### config.mk
export PLATFORM = sky130hd
export DESIGN_NAME = reg_share_arbiter
export DESIGN_NICKNAME = d
export VERILOG_FILES = /design/src/rtl/reg_share_arbiter.sv
export SDC_FILE = /design/constraint.sdc
export NUM_CORES = 1
export LEC_CHECK = 0
export CAP_MARGIN = 5
export CORE_MARGIN = 4
export CORE_UTILIZATION = 36
export CTS_CLUSTER_SIZE = 12
export DETAILED_ROUTE_END_ITERATION = 16
export PLACE_DENSITY = 0.81
export RECOVER_POWER = 100
export SETUP_SLACK_MARGIN = 0.2
export SYNTH_ARGS = -nofsm -noshare
export SYNTH_HDL_FRONTEND = slang
export SYNTH_SLANG_ARGS = --single-unit
### constraint.sdc
create_clock -name clk -period 1.4 [get_ports clk]
set_input_delay 0.28 -clock clk [delete_from_list [all_inputs] [get_ports clk]]
set_output_delay 0.28 -clock clk [all_outputs]
set_load 0.05 [all_outputs]
### src/rtl/reg_share_arbiter.sv
// Round-robin arbiter sharing one N-bit load-enabled register among R writers.
// Define REG_ARB_LOCK_EN to add the lock_i port for grant-hold write bursts.
module reg_share_arbiter #(
  parameter int N = 8,
  parameter int R = 4
) (
  input  logic                 clk,
  input  logic                 rst,
  input  logic [R-1:0]         req_i,
  input  logic [R*N-1:0]       wdata_i,
`ifdef REG_ARB_LOCK_EN
  input  logic [R-1:0]         lock_i,
`endif
  output logic [R-1:0]         gnt_o,
  output logic [N-1:0]         q_o,
  output logic [$clog2(R)-1:0] owner_o,
  output logic                 busy_o
);
  localparam int PW = $clog2(R);

  // state | meaning
  // IDLE  | no grant outstanding, gnt_q == 0
  // GRANT | exactly one gnt_q bit set
  typedef enum logic {IDLE = 1'b0, GRANT = 1'b1} state_t;

  state_t        state_q, state_d;
  logic [R-1:0]  gnt_q, gnt_d;
  logic [PW-1:0] ptr_q, ptr_d;
  logic [N-1:0]  q_q, q_d;
  logic [PW-1:0] owner_q, owner_d;

  logic [PW-1:0] cur_idx, base, win, sidx;
  logic [R-1:0]  cand;
  logic          found, hold, wr_en;

  always_comb begin
    cur_idx = '0;
    for (int i = 0; i < R; i++) begin
      if (gnt_q[i]) cur_idx = PW'(i);
    end
    wr_en = (state_q == GRANT) && req_i[cur_idx];
`ifdef REG_ARB_LOCK_EN
    hold = wr_en && lock_i[cur_idx];
`else
    hold = 1'b0;
`endif
    // The requester granted this cycle is already the "last granted" one for the search.
    base  = (state_q == GRANT) ? cur_idx : ptr_q;
    cand  = req_i & ~gnt_q;
    found = 1'b0;
    win   = '0;
    sidx  = '0;
    for (int k = 1; k <= R; k++) begin
      sidx = PW'((int'(base) + k) % R);
      if (!found && cand[sidx]) begin
        found = 1'b1;
        win   = sidx;
      end
    end

    if (hold) begin
      gnt_d   = gnt_q;
      state_d = GRANT;
    end else if (found) begin
      gnt_d   = R'(1) << win;
      state_d = GRANT;
    end else begin
      gnt_d   = '0;
      state_d = IDLE;
    end

    ptr_d   = (state_q == GRANT) ? cur_idx : ptr_q;
    q_d     = wr_en ? wdata_i[int'(cur_idx)*N +: N] : q_q;
    owner_d = wr_en ? cur_idx : owner_q;
  end

  always_ff @(posedge clk or posedge rst) begin
    if (rst) begin
      state_q <= IDLE;
      gnt_q   <= '0;
      ptr_q   <= PW'(R - 1);
      q_q     <= '0;
      owner_q <= '0;
    end else begin
      state_q <= state_d;
      gnt_q   <= gnt_d;
      ptr_q   <= ptr_d;
      q_q     <= q_d;
      owner_q <= owner_d;
    end
  end

  assign gnt_o   = gnt_q;
  assign q_o     = q_q;
  assign owner_o = owner_q;
  assign busy_o  = |gnt_q;

endmodule

==> run metrics <==
status complete, but fails checks; failing checks negative setup slack; Seq pwr share between 10% and 20%; cells after synthesis ~110; Comb pwr share between 70% and 80%; initial antenna violation count 0; setup TNS -1.36 ns; worst hold start req_i[1]; Post-Synth XOR/XNOR Area 0%; Die Y 62.3 um; vias in the first global route 1267; Power Total ~5400 uW; critical path class reg -> out; Largest delay share family, worst path flip-flops; CP Launch Type register; DR pass1 iterations 4; core area roughly 2800 um2; TritonCTS Buffers 3; crit-path cells nor2_4 > buf_6 > buf_12 > nand2_4 > buf_8; Syn Nets between 100 and 150; Fmax between 0.6 and 0.7 GHz; synth warn 0; Worst Hold Depth 4; Fin. Hold Viols 0; IO Count 53; Max transition margin 34.5%; ant diodes 0; Pwr Density ~2600 nW/um2; ratio of cells with drive above 1 in the final layout 48.4%; CP bufs+invs 3; critical path endpoint category output pin; fin crit share 110%; Slew Limit Fails 0; LEAKAGE ~0.00094 uW; most frequent cells in the layout clkdlybuf4s50_1 (36), buf_4 (17); Final min period 1.53 ns; slowest stage delay, CP ~0.44 ns; H-tree depth 1; first-pass GRT wire length about 6300 um; DRC violations left 0; multi-input combinational cell area 748 um2; #FFs+latches synth 17; storage element area 434 um2; reg2reg path depth 6; Worst-path clk slew 0.11 ns; Clk network pwr share approximately 5%; port buffer count 52; worst r2r src gnt_o[2]; worst hold path class in -> reg; Starting Density between 30% and 40%; root buf cell clkbuf_4; Synth Area in Simple Gates between 10% and 20%; Die Wd around 62 um; row count 19; CTS tree yes; setup ws final -0.133 ns; final setup fails 16; P_sw roughly 2600 uW; Post-Synth Adder-Cell Area 0%; register area share after synthesis between 40% and 50%; Fin Clk Skew between 0.002 and 0.0025 ns; largest family of logic cells by synthesized area multiplexers; area delta synth->final 98.8%; GRT Total Usage 19.8%; Layout Cells excl Fill around 220; Pint roughly 2900 uW; R2R setup slack -0.13 ns; die area about 3900 um2; RSZ-0062 raised after global routing true; CP Max Fanout 2; routed wire length around 4700 um; post-synthesis mux area share between 20% and 30%; Cells after DPL about 200; clk_lat worst skew around 0.29 ns; largest net degree at the start of global routing 18; Clock Sinks 17; DR vias between 1000 and 1500; Routed Antenna Nets 0; GPL Wtd Cong 0.928; Synth cell types 29; Slew @ Worst Pin 0.982 ns; CTS Hold Bufs 0; most common cell after layout, fill and taps aside clkdlybuf4s50_1; Crit path required time approximately 1.1 ns; post-synthesis cell area approximately 1100 um2; WHS Endpoint gnt_o[2]; Max VDD drop between 1500 and 2000 uV; R2R Path End q_o[1]; Compound-Gate Fraction of Synth Area about 20%; # fillers ~190; wire per inst approximately 21 um; Via-to-Cell Ratio 5.66; CTS Buffer Depth 2; initial DRC count 31; Switching Share approximately 48%; max-cap check violation count 0; dpl hpwl ~2800 um; Final #Nets approximately 230; CP max stage cell dfrtp_2; Arrival @ worst endpoint 1.25 ns; Mapped Avg Cell Area ~10 um2; gr ovfl total 0
==> per-stage QoR <==
stage               util (%)  setup slack [ns]  instance area [um2]  hold WS [ns]
detailed placement      67.1            -0.360                 1870         0.565
floorplan                  -            -0.157                 1080         0.204
CTS                     73.7            -0.109                 2050         0.295
global route            75.8            -0.183                 2110         0.531
global placement        67.1            -0.307                 1870         0.563
finish                  75.8            -0.133                 2110         0.501
==> how the worst max path moves through the flow <==
stage | startpoint | end | cells after the start
after floorplan | gnt_o[1] | q_o[0] | 4
after detailed placement | req_i[1] | q_o[1] | 5
after CTS | gnt_o[2] | busy_o | 5
final | gnt_o[2] | busy_o | 5
after global routing | gnt_o[2] | busy_o | 5
after global placement | req_i[1] | q_o[4] | 5
==> power groups by stage <==
stage                     registers [uW]  logic (uW)  clock network, uW
after floorplan                     1630        1350                  0
after global placement              1070        3470                  0
after detailed placement            1070        3540                  0
after CTS                           1060        4030                268
after global routing                1020        4370                303
final                                997        4170                276
==> sequential cells by signal (all words and copies together), names as in the netlist <==
| register | count |
|---|---|
| q_o | 8 |
| gnt_o | 4 |
| owner_o | 2 |
| ptr_q | 2 |
| state_q | 1 |
==> routing by layer <==
metal	GRT usage (%)	vias up	wire length (um)
met4	7.69	0	146
met5	0	-	0
met1	22.2	614	1890
li1	-	560	-
met3	5.05	17	241
met2	35.4	59	2470
==> final cells by class <==
type	instances	share of cell area (%)
clock buffer	4	1.25
sequential	17	20.6
tap	31	1.84
timing repair buffer	84	39.9
multi-input combinational	80	35.5
inverter	5	1.01
==> worst register-to-register path, delay by kind of cell, from the launching register on <==
| kind | cells | cell delay, ns |
|---|---|---|
| mux | 1 | 0.33 |
| buf+inv | 3 | 0.40 |
| flops | 1 | 0.44 |
| simple gates | 2 | 0.25 |
==> cells in the mapped netlist (all sizes together) <==
library cell / n / area, um2
dfstp: 2 / 52.6
a211oi: 3 / 22.5
nand2b: 4 / 25.0
clkbuf: 2 / 7.51
buf: 3 / 15.0
nand3: 5 / 42.5
and2: 1 / 6.26
dfrtp: 15 / 375
a21o: 2 / 15.0
o21ai: 4 / 20.0
nor2b: 3 / 18.8
nor3: 1 / 5.00
nand2: 5 / 18.8
nor2: 4 / 15.0
mux2i: 10 / 100
a21oi: 14 / 73.8
o211ai: 1 / 7.51
nand4: 1 / 6.26
mux2: 9 / 135
o21a: 1 / 7.51
inv: 5 / 18.8
o22ai: 9 / 56.3
a221oi: 1 / 8.76
and2b: 1 / 7.51
==> logic make-up (layout without fill, tap and decap cells) <==
| family | after synthesis | in the layout |
|---|---|---|
| buf+inv | 10 | 93 |
| flops | 17 | 17 |
| compound gates | 35 | 35 |
| mux | 19 | 19 |
| simple gates | 25 | 26 |
==> timing repair <==
| action | 4_1_cts | 5_1_grt |
|---|---|---|
| cloned | 1 | 1 |
| hold endpoints to repair | 0 | 0 |
| pin swaps | 5 | 11 |
| setup endpoints to repair | 19 | 21 |
| resized for setup | 21 | 32 |
| setup buffers | 9 | 8 |
Note: power is estimated with default switching activity, not from simulation.
